**src/rtl/mx_fpga_id_pkg.sv**
```systemverilog
// Shared constants and types for the FPGA identification ROM and its option loader.
package mx_fpga_id_pkg;

   localparam int unsigned ADDR_W        = 8;
   localparam int unsigned DATA_W        = 32;
   localparam int unsigned MAX_OPT_WORDS = 8;
   localparam int unsigned MASK_W        = MAX_OPT_WORDS * DATA_W;

   localparam logic [ADDR_W-1:0] FPGA_ID_TYPE_A     = 8'h00;
   localparam logic [ADDR_W-1:0] FPGA_ID_VER_A      = 8'h01;
   localparam logic [ADDR_W-1:0] FPGA_ID_DATE_A     = 8'h02;
   localparam logic [ADDR_W-1:0] FPGA_ID_TIME_A     = 8'h03;
   localparam logic [ADDR_W-1:0] FPGA_ID_STATUS_A   = 8'h04;
   localparam logic [ADDR_W-1:0] FPGA_ID_OPT_BASE_A = 8'h08;

   localparam int unsigned STATUS_LOADED_B    = 0;
   localparam int unsigned STATUS_ERR_B       = 1;
   localparam int unsigned STATUS_BUSY_B      = 2;
   localparam int unsigned STATUS_NWORDS_LSB  = 8;

   typedef enum logic [2:0] {
      ST_IDLE,
      ST_CS_SETUP,
      ST_SHIFT,
      ST_CHECK,
      ST_DONE
   } opt_state_e;

endpackage

```
**src/rtl/fpga_id_if.sv**
```systemverilog
// Word-addressed read port between the CSR converter (master) and the ID ROM (slave).
interface fpga_id_if;
   import mx_fpga_id_pkg::*;

   logic [ADDR_W-1:0] rd_addr;
   logic [DATA_W-1:0] rd_data;

   modport master (output rd_addr, input rd_data);
   modport slave  (input rd_addr, output rd_data);
endinterface

```
**src/rtl/mx_fpga_id_opt_loader.sv**
```systemverilog
// Fetches the licence option mask over a serial link once after reset (or on reload),
// verifies the trailing XOR checksum byte and holds the result.
module mx_fpga_id_opt_loader
   import mx_fpga_id_pkg::*;
#(
   parameter int unsigned OPT_WORDS = 8,
   parameter int unsigned CLK_DIV   = 4
) (
   input  logic              clk_i,
   input  logic              rst_n_i,
   input  logic              reload_i,
   input  logic              sdi_i,
   output logic              cs_n_o,
   output logic              sclk_o,
   output logic              loaded_o,
   output logic [MASK_W-1:0] mask_c_o,
   output logic              loaded_c_o,
   output logic              err_c_o,
   output logic              busy_c_o
);

   localparam int unsigned NBITS = OPT_WORDS * DATA_W + 8;
   localparam int unsigned CNT_W = $clog2(MAX_OPT_WORDS * DATA_W + 8 + 1);
   localparam int unsigned DIV_W = $clog2(CLK_DIV);
   localparam logic [DIV_W-1:0] DIV_LAST = DIV_W'(CLK_DIV - 1);

   opt_state_e        state_q, state_d;
   logic [DIV_W-1:0]  div_q, div_d;
   logic [CNT_W-1:0]  cnt_q, cnt_d;
   logic              sclk_q, sclk_d;
   logic              cs_n_q, cs_n_d;
   logic [NBITS-1:0]  shreg_q, shreg_d;
   logic [MASK_W-1:0] mask_q, mask_d, mask_commit;
   logic              loaded_q, loaded_d;
   logic              err_q, err_d;
   logic [7:0]        xsum;

   always_ff @(posedge clk_i) begin
      if (!rst_n_i) begin
         state_q  <= ST_IDLE;
         div_q    <= '0;
         cnt_q    <= '0;
         sclk_q   <= 1'b0;
         cs_n_q   <= 1'b1;
         shreg_q  <= '0;
         mask_q   <= '0;
         loaded_q <= 1'b0;
         err_q    <= 1'b0;
      end else begin
         state_q  <= state_d;
         div_q    <= div_d;
         cnt_q    <= cnt_d;
         sclk_q   <= sclk_d;
         cs_n_q   <= cs_n_d;
         shreg_q  <= shreg_d;
         mask_q   <= mask_d;
         loaded_q <= loaded_d;
         err_q    <= err_d;
      end
   end

   // Stream order is word 0 first, so word n sits 32n bits below the top of the shift register.
   always_comb begin
      xsum        = '0;
      mask_commit = '0;
      for (int unsigned i = 1; i < NBITS / 8; i++) xsum ^= shreg_q[8*i +: 8];
      for (int unsigned n = 0; n < OPT_WORDS; n++)
         mask_commit[DATA_W*n +: DATA_W] = shreg_q[NBITS-1-DATA_W*n -: DATA_W];
   end

   always_comb begin
      state_d  = state_q;
      div_d    = div_q;
      cnt_d    = cnt_q;
      sclk_d   = sclk_q;
      shreg_d  = shreg_q;
      mask_d   = mask_q;
      loaded_d = loaded_q;
      err_d    = err_q;
      unique case (state_q)
         ST_IDLE: begin
            state_d = ST_CS_SETUP;
            div_d   = '0;
         end
         ST_CS_SETUP: begin
            if (div_q == DIV_LAST) begin
               state_d = ST_SHIFT;
               div_d   = '0;
               sclk_d  = 1'b1;
               shreg_d = {shreg_q[NBITS-2:0], sdi_i};
               cnt_d   = CNT_W'(1);
            end else begin
               div_d = div_q + 1'b1;
            end
         end
         ST_SHIFT: begin
            if (div_q != DIV_LAST) begin
               div_d = div_q + 1'b1;
            end else begin
               div_d = '0;
               if (sclk_q) begin
                  sclk_d = 1'b0;
               end else if (cnt_q == CNT_W'(NBITS)) begin
                  state_d = ST_CHECK;
               end else begin
                  sclk_d  = 1'b1;
                  shreg_d = {shreg_q[NBITS-2:0], sdi_i};
                  cnt_d   = cnt_q + 1'b1;
               end
            end
         end
         ST_CHECK: begin
            state_d = ST_DONE;
            if (xsum == shreg_q[7:0]) begin
               mask_d   = mask_commit;
               loaded_d = 1'b1;
               err_d    = 1'b0;
            end else begin
               mask_d   = '0;
               loaded_d = 1'b0;
               err_d    = 1'b1;
            end
         end
         ST_DONE: begin
            if (reload_i) begin
               state_d  = ST_CS_SETUP;
               div_d    = '0;
               mask_d   = '0;
               loaded_d = 1'b0;
            end
         end
         default: state_d = ST_IDLE;
      endcase
      cs_n_d   = !(state_d inside {ST_CS_SETUP, ST_SHIFT});
      busy_c_o = state_d inside {ST_CS_SETUP, ST_SHIFT, ST_CHECK};
   end

   // Next-state views feed the read-data register so STATUS and the pin change together.
   assign mask_c_o   = mask_d;
   assign loaded_c_o = loaded_d;
   assign err_c_o    = err_d;
   assign cs_n_o     = cs_n_q;
   assign sclk_o     = sclk_q;
   assign loaded_o   = loaded_q;

endmodule

```
**src/rtl/mx_fpga_id_rom.sv**
```systemverilog
// Firmware identification ROM: fixed ID words, status, and the licence option mask
// returned one cycle after the word address is presented.
module mx_fpga_id_rom
   import mx_fpga_id_pkg::*;
#(
   parameter logic [31:0] FPGA_TYPE  = 32'h0000_0000,
   parameter logic [31:0] FPGA_VER   = 32'h0000_0000,
   parameter logic [31:0] BUILD_DATE = 32'h0000_0000,
   parameter logic [31:0] BUILD_TIME = 32'h0000_0000,
   parameter int unsigned OPT_WORDS  = 8,
   parameter int unsigned CLK_DIV    = 4
) (
   input  logic     clk_i,
   input  logic     rst_n_i,
   fpga_id_if.slave fpga_id_rom_if,
   input  logic     opt_reload_i,
   output logic     opt_cs_n_o,
   output logic     opt_sclk_o,
   input  logic     opt_sdi_i,
   output logic     opt_loaded_o
);

   logic [MASK_W-1:0] mask_c;
   logic              loaded_c, err_c, busy_c;
   logic [ADDR_W-1:0] addr;
   logic [2:0]        opt_idx;
   logic [DATA_W-1:0] rd_data_q, rd_data_d;

   mx_fpga_id_opt_loader #(
      .OPT_WORDS (OPT_WORDS),
      .CLK_DIV   (CLK_DIV)
   ) u_opt_loader (
      .clk_i      (clk_i),
      .rst_n_i    (rst_n_i),
      .reload_i   (opt_reload_i),
      .sdi_i      (opt_sdi_i),
      .cs_n_o     (opt_cs_n_o),
      .sclk_o     (opt_sclk_o),
      .loaded_o   (opt_loaded_o),
      .mask_c_o   (mask_c),
      .loaded_c_o (loaded_c),
      .err_c_o    (err_c),
      .busy_c_o   (busy_c)
   );

   assign addr    = fpga_id_rom_if.rd_addr;
   assign opt_idx = addr[2:0];

   always_comb begin
      rd_data_d = '0;
      case (addr)
         FPGA_ID_TYPE_A: rd_data_d = FPGA_TYPE;
         FPGA_ID_VER_A:  rd_data_d = FPGA_VER;
         FPGA_ID_DATE_A: rd_data_d = BUILD_DATE;
         FPGA_ID_TIME_A: rd_data_d = BUILD_TIME;
         FPGA_ID_STATUS_A: begin
            rd_data_d[STATUS_LOADED_B]            = loaded_c;
            rd_data_d[STATUS_ERR_B]               = err_c;
            rd_data_d[STATUS_BUSY_B]              = busy_c;
            rd_data_d[STATUS_NWORDS_LSB +: 8]     = 8'(OPT_WORDS);
         end
         default: begin
            if (addr[7:3] == FPGA_ID_OPT_BASE_A[7:3] && 32'(opt_idx) < OPT_WORDS)
               rd_data_d = mask_c[{opt_idx, 5'b0} +: DATA_W];
         end
      endcase
   end

   always_ff @(posedge clk_i) begin
      if (!rst_n_i) rd_data_q <= '0;
      else          rd_data_q <= rd_data_d;
   end

   assign fpga_id_rom_if.rd_data = rd_data_q;

endmodule

```
**src/flat_wrapper.sv**
```systemverilog
// flat-port wrapper written by rule: the top's interface ports become plain ports
module mx_fpga_id_rom_flat import mx_fpga_id_pkg::*;
#(
   parameter logic [31:0] FPGA_TYPE  = 32'h0000_0000,
   parameter logic [31:0] FPGA_VER   = 32'h0000_0000,
   parameter logic [31:0] BUILD_DATE = 32'h0000_0000,
   parameter logic [31:0] BUILD_TIME = 32'h0000_0000,
   parameter int unsigned OPT_WORDS  = 8,
   parameter int unsigned CLK_DIV    = 4
)
  (clk_i, rst_n_i, opt_reload_i, opt_cs_n_o, opt_sclk_o, opt_sdi_i, opt_loaded_o, fpga_id_rom_if_rd_addr, fpga_id_rom_if_rd_data);
  fpga_id_if fpga_id_rom_if_i ();
  input  logic clk_i;
  input  logic rst_n_i;
  input  logic opt_reload_i;
  output logic opt_cs_n_o;
  output logic opt_sclk_o;
  input  logic opt_sdi_i;
  output logic opt_loaded_o;
  input wire logic [$bits(fpga_id_rom_if_i.rd_addr)-1:0] fpga_id_rom_if_rd_addr;
  output wire logic [$bits(fpga_id_rom_if_i.rd_data)-1:0] fpga_id_rom_if_rd_data;
  assign fpga_id_rom_if_i.rd_addr = fpga_id_rom_if_rd_addr;
  assign fpga_id_rom_if_rd_data = fpga_id_rom_if_i.rd_data;
  mx_fpga_id_rom #(.FPGA_TYPE(FPGA_TYPE), .FPGA_VER(FPGA_VER), .BUILD_DATE(BUILD_DATE), .BUILD_TIME(BUILD_TIME), .OPT_WORDS(OPT_WORDS), .CLK_DIV(CLK_DIV)) u_core (.clk_i(clk_i), .rst_n_i(rst_n_i), .fpga_id_rom_if(fpga_id_rom_if_i), .opt_reload_i(opt_reload_i), .opt_cs_n_o(opt_cs_n_o), .opt_sclk_o(opt_sclk_o), .opt_sdi_i(opt_sdi_i), .opt_loaded_o(opt_loaded_o));
endmodule
```
**config.mk**
```make
export PLATFORM = sky130hd
export DESIGN_NAME = mx_fpga_id_rom_flat
export DESIGN_NICKNAME = d
export VERILOG_FILES = /design/src/rtl/mx_fpga_id_pkg.sv /design/src/rtl/fpga_id_if.sv /design/src/rtl/mx_fpga_id_opt_loader.sv /design/src/rtl/mx_fpga_id_rom.sv /design/src/flat_wrapper.sv
export SDC_FILE = /design/constraint.sdc
export NUM_CORES = 1
export LEC_CHECK = 0
export CAP_MARGIN = 20
export CORE_MARGIN = 1.5
export CORE_UTILIZATION = 45
export DETAILED_ROUTE_END_ITERATION = 10
export SYNTH_ARGS = -nofsm -noshare
export SYNTH_HDL_FRONTEND = slang
export SYNTH_SLANG_ARGS = --single-unit
```
**constraint.sdc**
```tcl
create_clock -name clk_i -period 3.1 [get_ports clk_i]
set_clock_uncertainty 0.2 [all_clocks]
set_input_delay 0.62 -clock clk_i [delete_from_list [all_inputs] [get_ports clk_i]]
set_output_delay 0.62 -clock clk_i [all_outputs]
set_load 0.01 [all_outputs]
```
; ---- Word level (Yosys, flattened, before mapping)
; Cells that the tools add are included.
[totals]
reg_bits = 570
word_cells = 116
[classes]
add_sub_neg = 2
n_mux = 36
n_reduce_logical = 12
bitwise_logic = 33
n_eq_ne = 21
n_shift = 1
[ops]
columns = cell, count
row1 = 264-bit 2-to-1 mux, 4
row2 = 264-bit one-hot mux with 2 select lines, 1
row3 = 256-bit 2-to-1 mux, 2
row4 = 256-bit one-hot mux with 2 select lines, 1
row5 = 256-bit by 9-bit variable part select with 32-bit output, 1
row6 = 8-bit XOR, 31
row7 = 9-bit 2-to-1 mux, 4
row8 = 9-bit one-hot mux with 2 select lines, 1
row9 = 8-bit by 2-bit == test with 1-bit output (second input constant), 2
row10 = 16-bit 2-to-1 mux, 1
row11 = 8-bit one-hot mux with 2 select lines, 1
row12 = 3-bit 2-to-1 mux, 5
row13 = 3-bit one-hot mux with 5 select lines, 1
row14 = 3-bit by 2-bit == test with 1-bit output (second input constant), 4
row15 = 2-bit != test (second input constant), 6
row16 = 9-bit by 1-bit adder with 9-bit output (second input constant), 1
row17 = 9-bit == test (second input constant), 1
row18 = 8-bit by 1-bit == test with 1-bit output (second input constant), 1
row19 = 8-bit by 3-bit == test with 1-bit output (second input constant), 1
row20 = 8-bit == test, 1
row21 = 8-bit logical NOT, 1
row22 = 1-bit 2-to-1 mux, 8
row23 = 2-bit one-hot mux with 4 select lines, 1
row24 = 7-bit OR reduction, 1
row25 = other kinds (18), 24

; ---- Logic depth before layout (Yosys ltp)
[logic_depth]
depth_word = 37
depth_mapped = 13
depth_no_buf = 10

; ---- Hierarchy
; From an unflattened synthesis, not the netlist that was laid out.
[hier_totals]
hier_cells = 2590
hier_area_um2 = 25021.5
[modules_own_cells]
columns = module, area_each_um2, cells_each, instances, seq_area_each_um2
row1 = mx_fpga_id_opt_loader, 22230.1, 2379, 1, 10770.3
row2 = mx_fpga_id_rom, 2791.4, 211, 1, 640.6

; ---- Worst setup path after synthesis
; OpenSTA, ideal clock, no wires.
[synth_timing]
path_type = flip-flop to flip-flop
from = register u_core.u_opt_loader.shreg_q[12]
to = register u_core.rd_data_q[2], in the netlist u_core.fpga_id_rom_if.rd_data[2]
setup_time_ns = 0.057
path_stages_with_launch = 13
period_less_slack_ns = 2.989
t_required_ns = 2.843
n_path_buf = 2
setup_slack_ns = 0.111
arrival_time_ns = 2.731
path_cell_list = dfxtp_1 -> xor2_1 -> xnor2_1 -> xnor2_1 -> xnor3_1 -> xnor2_1 -> nor4_4 -> and3_1 -> buf_6 -> buf_6 -> a221oi_1 -> o41ai_2 -> a21o_1
[synth_via]
elab_chain_cells = 37
[synth_rtl]
columns = item, line
row1 = from (decl), mx_fpga_id_opt_loader.sv:32  ; logic [NBITS-1:0] shreg_q, shreg_d;
row2 = from (signal assigned), mx_fpga_id_opt_loader.sv:55  ; shreg_q <= shreg_d;
row3 = 8-bit XOR (31 in a row), mx_fpga_id_opt_loader.sv:66  ; for (int unsigned i = 1; i < NBITS / 8; i++) xsum ^= shreg_q[8*i +: 8];
row4 = 8-bit == test, mx_fpga_id_opt_loader.sv:114  ; if (xsum == shreg_q[7:0]) begin
row5 = 256-bit 2-to-1 mux, mx_fpga_id_opt_loader.sv:114
row6 = 256-bit one-hot mux with 2 select lines, mx_fpga_id_opt_loader.sv:80  ; unique case (state_q)
row7 = 256-bit by 9-bit variable part select with 32-bit output, mx_fpga_id_rom.sv:64  ; rd_data_d = mask_c[{opt_idx, 5'b0} +: DATA_W];
row8 = 16-bit 2-to-1 mux, mx_fpga_id_rom.sv:63  ; if (addr[7:3] == FPGA_ID_OPT_BASE_A[7:3] && 32'(opt_idx) < OPT_WORDS)
row9 = 3-bit one-hot mux with 2 select lines, mx_fpga_id_rom.sv:51  ; case (addr)
row10 = to (signal assigned), mx_fpga_id_rom.sv:71  ; else rd_data_q <= rd_data_d;
row11 = to (decl), mx_fpga_id_rom.sv:27  ; logic [DATA_W-1:0] rd_data_q, rd_data_d;
; Every way passes these cells.
; A chain may end at the register's enable or synchronous reset.

; ---- Final worst setup path
[layout_timing]
from = register u_core.u_opt_loader.shreg_q[252]
to = register u_core.rd_data_q[2], in the netlist u_core.fpga_id_rom_if.rd_data[2]
[layout_via]
elab_chain_cells = 8
[layout_rtl]
columns = item, line
row1 = 8-bit XOR (2 in a row), mx_fpga_id_opt_loader.sv:66
row2 = 8-bit == test, mx_fpga_id_opt_loader.sv:114
row3 = 256-bit 2-to-1 mux, mx_fpga_id_opt_loader.sv:114
row4 = 256-bit one-hot mux with 2 select lines, mx_fpga_id_opt_loader.sv:80
row5 = 256-bit by 9-bit variable part select with 32-bit output, mx_fpga_id_rom.sv:64
row6 = 16-bit 2-to-1 mux, mx_fpga_id_rom.sv:63
row7 = 3-bit one-hot mux with 2 select lines, mx_fpga_id_rom.sv:51
; Every way passes these cells.

==> metrics.yaml <==
hold_path_class: "in -> reg"
async_flop_share_pct: 0
root_buffer: "clkbuf_16"
leakage_nw: 12.39
core-area_um2: 57590
period_needed_ps: 3446
final_antenna_net_count: 0
synth_area_um2: 26120
dp_hpwl_mm: 60.83
cts.sinks: 570
fillers: 4621
yosysSeqAreaShare_pct: 43.68
dpl_cell_area_um2: 30120
ys_ff_latch: 570
finalWorstSetupSlack_ps: -345.9
cts.htree.levels: 3
p_per_area_nw_per_um2: 445.9
area_growth_pct: 36.65
place_inst: 3733
drtPass1Iterations: 6
tritoncts: "done"
layout-drive-gt1-share_pct: 31.35
die_w_um: 243.9
initial_utilization_pct: 45.36
crit_required_ps: 3440
setup_tns_ps: -46850
avgSynthCellArea_um2: 9.547
globalRouteMet1Util_pct: 40.51
ys_types: 56
num_antenna_cells: 0
grt-busiest-layer: "met2"
rows: 88
final_util_pct: 61.99
synth_area_leader_cell: "dfxtp_1"
place.gp.congestion: 0.8807
whs_ps: 187.2
clock_latency_ps: 610
worstHoldStart: "rst_n_i"
start_kind: "flop"
grt_usage_pct: 29.54
min_to: "u_core.u_opt_loader.cs_n_o"
drc_errors: 0
finalHoldViolCount: 0
timing.fmax_mhz: 290.2
grt.met3_usage_pct: 5.838
status: "finished, violations left"
synth_top_area_share_pct: 43.68
ys.flop_type: "dfxtp_1"
nNetsFinal: 3140
regArea_um2: 11450
viasPerCell: 5.800
die_area_um2: 59500
hold_depth: 2
multi_input_area_um2: 15490
avgRoutedWirePerCell_um: 23.70
critPathMaxFanout: 7
tightest_slew_ps: 678.2
drt-total-wl_mm: 93.29
synth_area_leaders: "dfxtp_1, nand2_1, a21boi_0, mux4_2, a22oi_1"
fin_area_um2: 35690
cp.arrival_ps: 3790
antenna_found_initial: 1
finalNonFillerCells: 3936
syn_nets: 2751
ioPinCount: 47
rr_endpoint: "u_core.fpga_id_rom_if.rd_data[2]"
end_kind: "flop"
first_global_vias: 21838
synth_edf_count: 0
finalSetupViolations: 256
rsz0062_at_grt: "yes"
cap_viol_max_count: 0
maxSlewViolCount: 0
first_iter_violations: 2282
yosysMostFrequentCell: "dfxtp_1"
violations: "setup timing"
reg2reg_slack_ps: -350
ys_warn_count: 0
grt_max_degree: 134
post-route-period-util_pct: 111.2
syn_inst: 2736
clk_path_buf_depth: 3
num_vias: 22829
rr_worst_depth: 13
max-vdd-ir-drop_v: 0.0004186
synth.top_cells.by_count: "dfxtp_1, nand2_1, a21boi_0, nor2b_1, a22oi_1"
slew_headroom_pct: 54.79
clk_pin_slew_worst_paths_ps: 60
die_h_um: 243.9
worstReg2RegStart: "u_core.u_opt_loader.shreg_q[252]"
met2_usage_pct: 45.76
grt_pass1_wl_mm: 134.2
cts_buffers: 66
overflow: 0
portBuffers: 46
crit_type: "reg -> reg"
## per-layer routing
metal	wire [µm]	vias up	share of wire, %
met5	12	-	0.013
met3	6881	204	7.4
met4	3713	2	4.0
met2	42560	903	46
li1	-	10399	-
met1	40130	11321	43
## through the flow
step,total power [W],setup slack (ps)
detailed placement,0.008026,-413.7
global placement,0.008022,-408.3
global route,0.01632,-406.1
floorplan,0.007841,111.4
CTS,0.01596,-195.8
finish,0.01592,-345.9
## cell usage in the layout, fill, tap and decap left out, types with 12 or more instances in the layout
cell type and count:
clkbuf_8 13, dfxtp_2 24, buf_12 44, buf_16 12
clkdlybuf4s50_1 43, a22oi_2 154, a21boi_0 272, buf_8 17
a21oi_1 22, xor2_1 34, nor2b_1 242, a221oi_1 32
buf_4 383, xnor2_2 26, clkbuf_1 13, a22oi_1 90
xnor2_1 177, nand2_1 553, a221oi_2 26, mux4_2 86
buf_6 35, dfxtp_1 544, a221oi_4 16, clkbuf_16 86
nor2_1 19
## worst max-delay path by stage
stage	from	end	slack (ps)	cells past startpoint
global placement	u_core.u_opt_loader.shreg_q[17]	u_core.fpga_id_rom_if.rd_data[4]	-410	11
global route	u_core.u_opt_loader.shreg_q[252]	u_core.fpga_id_rom_if.rd_data[2]	-410	13
detailed placement	u_core.u_opt_loader.shreg_q[22]	u_core.fpga_id_rom_if.rd_data[4]	-410	12
CTS	u_core.u_opt_loader.shreg_q[260]	u_core.fpga_id_rom_if.rd_data[12]	-200	12
floorplan	u_core.u_opt_loader.shreg_q[12]	u_core.fpga_id_rom_if.rd_data[2]	110	12
finish	u_core.u_opt_loader.shreg_q[252]	u_core.fpga_id_rom_if.rd_data[2]	-350	13
## power breakdown
group          internal [W]  switching (W)
clock network       0.00484        0.00316
logic              0.000257       0.000331
registers           0.00733     0.00000499
total                0.0124        0.00349
## final cells by class
type	count	area share, %
Multi-Input combinational cell	1931	43.39
Sequential cell	570	32.07
Timing Repair Buffer	550	15.60
Clock buffer	96	5.545
Tap cell	765	2.682
Clock inverter	18	0.6520
Inverter	6	0.06310
## flip-flops by register name (all words and copies together), names as in the netlist
signal,cells
u_core.u_opt_loader.loaded_o,1
u_core.u_opt_loader.mask_q,256
u_core.u_opt_loader.div_q,2
u_core.u_opt_loader.shreg_q,264
u_core.u_opt_loader.cnt_q,9
u_core.u_opt_loader.sclk_o,1
u_core.u_opt_loader.state_q,3
u_core.fpga_id_rom_if.rd_data,32
u_core.u_opt_loader.err_q,1
u_core.u_opt_loader.cs_n_o,1
## critical path, cell delays in order, from the launching register on
cell	delay [ps]
dfxtp_2	330
xnor2_2	230
xnor2_1	170
xnor2_1	160
xnor3_2	530
xnor2_2	180
nor4_4	360
and3_4	320
buf_4	130
buf_8	130
buf_12	130
a221oi_2	60
o41ai_2	340
a21o_1	120
## kinds of logic (layout without fill, tap and decap cells)
logic type,after synthesis,count (layout),synth area share [%]
compound gates,693,693,20.13
xor+xnor,255,255,8.972
fa+ha+maj,3,3,0.1437
buf+inv,236,670,3.717
flops,570,570,43.68
mux,86,86,7.415
simple gates,893,894,15.94
## timing repair
| item | 4_1_cts | 5_1_grt |
|---|---|---|
| cloned | 13 | 21 |
| hold buffers | 0 | 0 |
| resized for setup | 155 | 271 |
| setup endpoints to repair | 230 | 271 |
| pin swaps | 46 | 53 |
| buffers inserted | 21 | 45 |
Power figures use the tool's default switching activity.
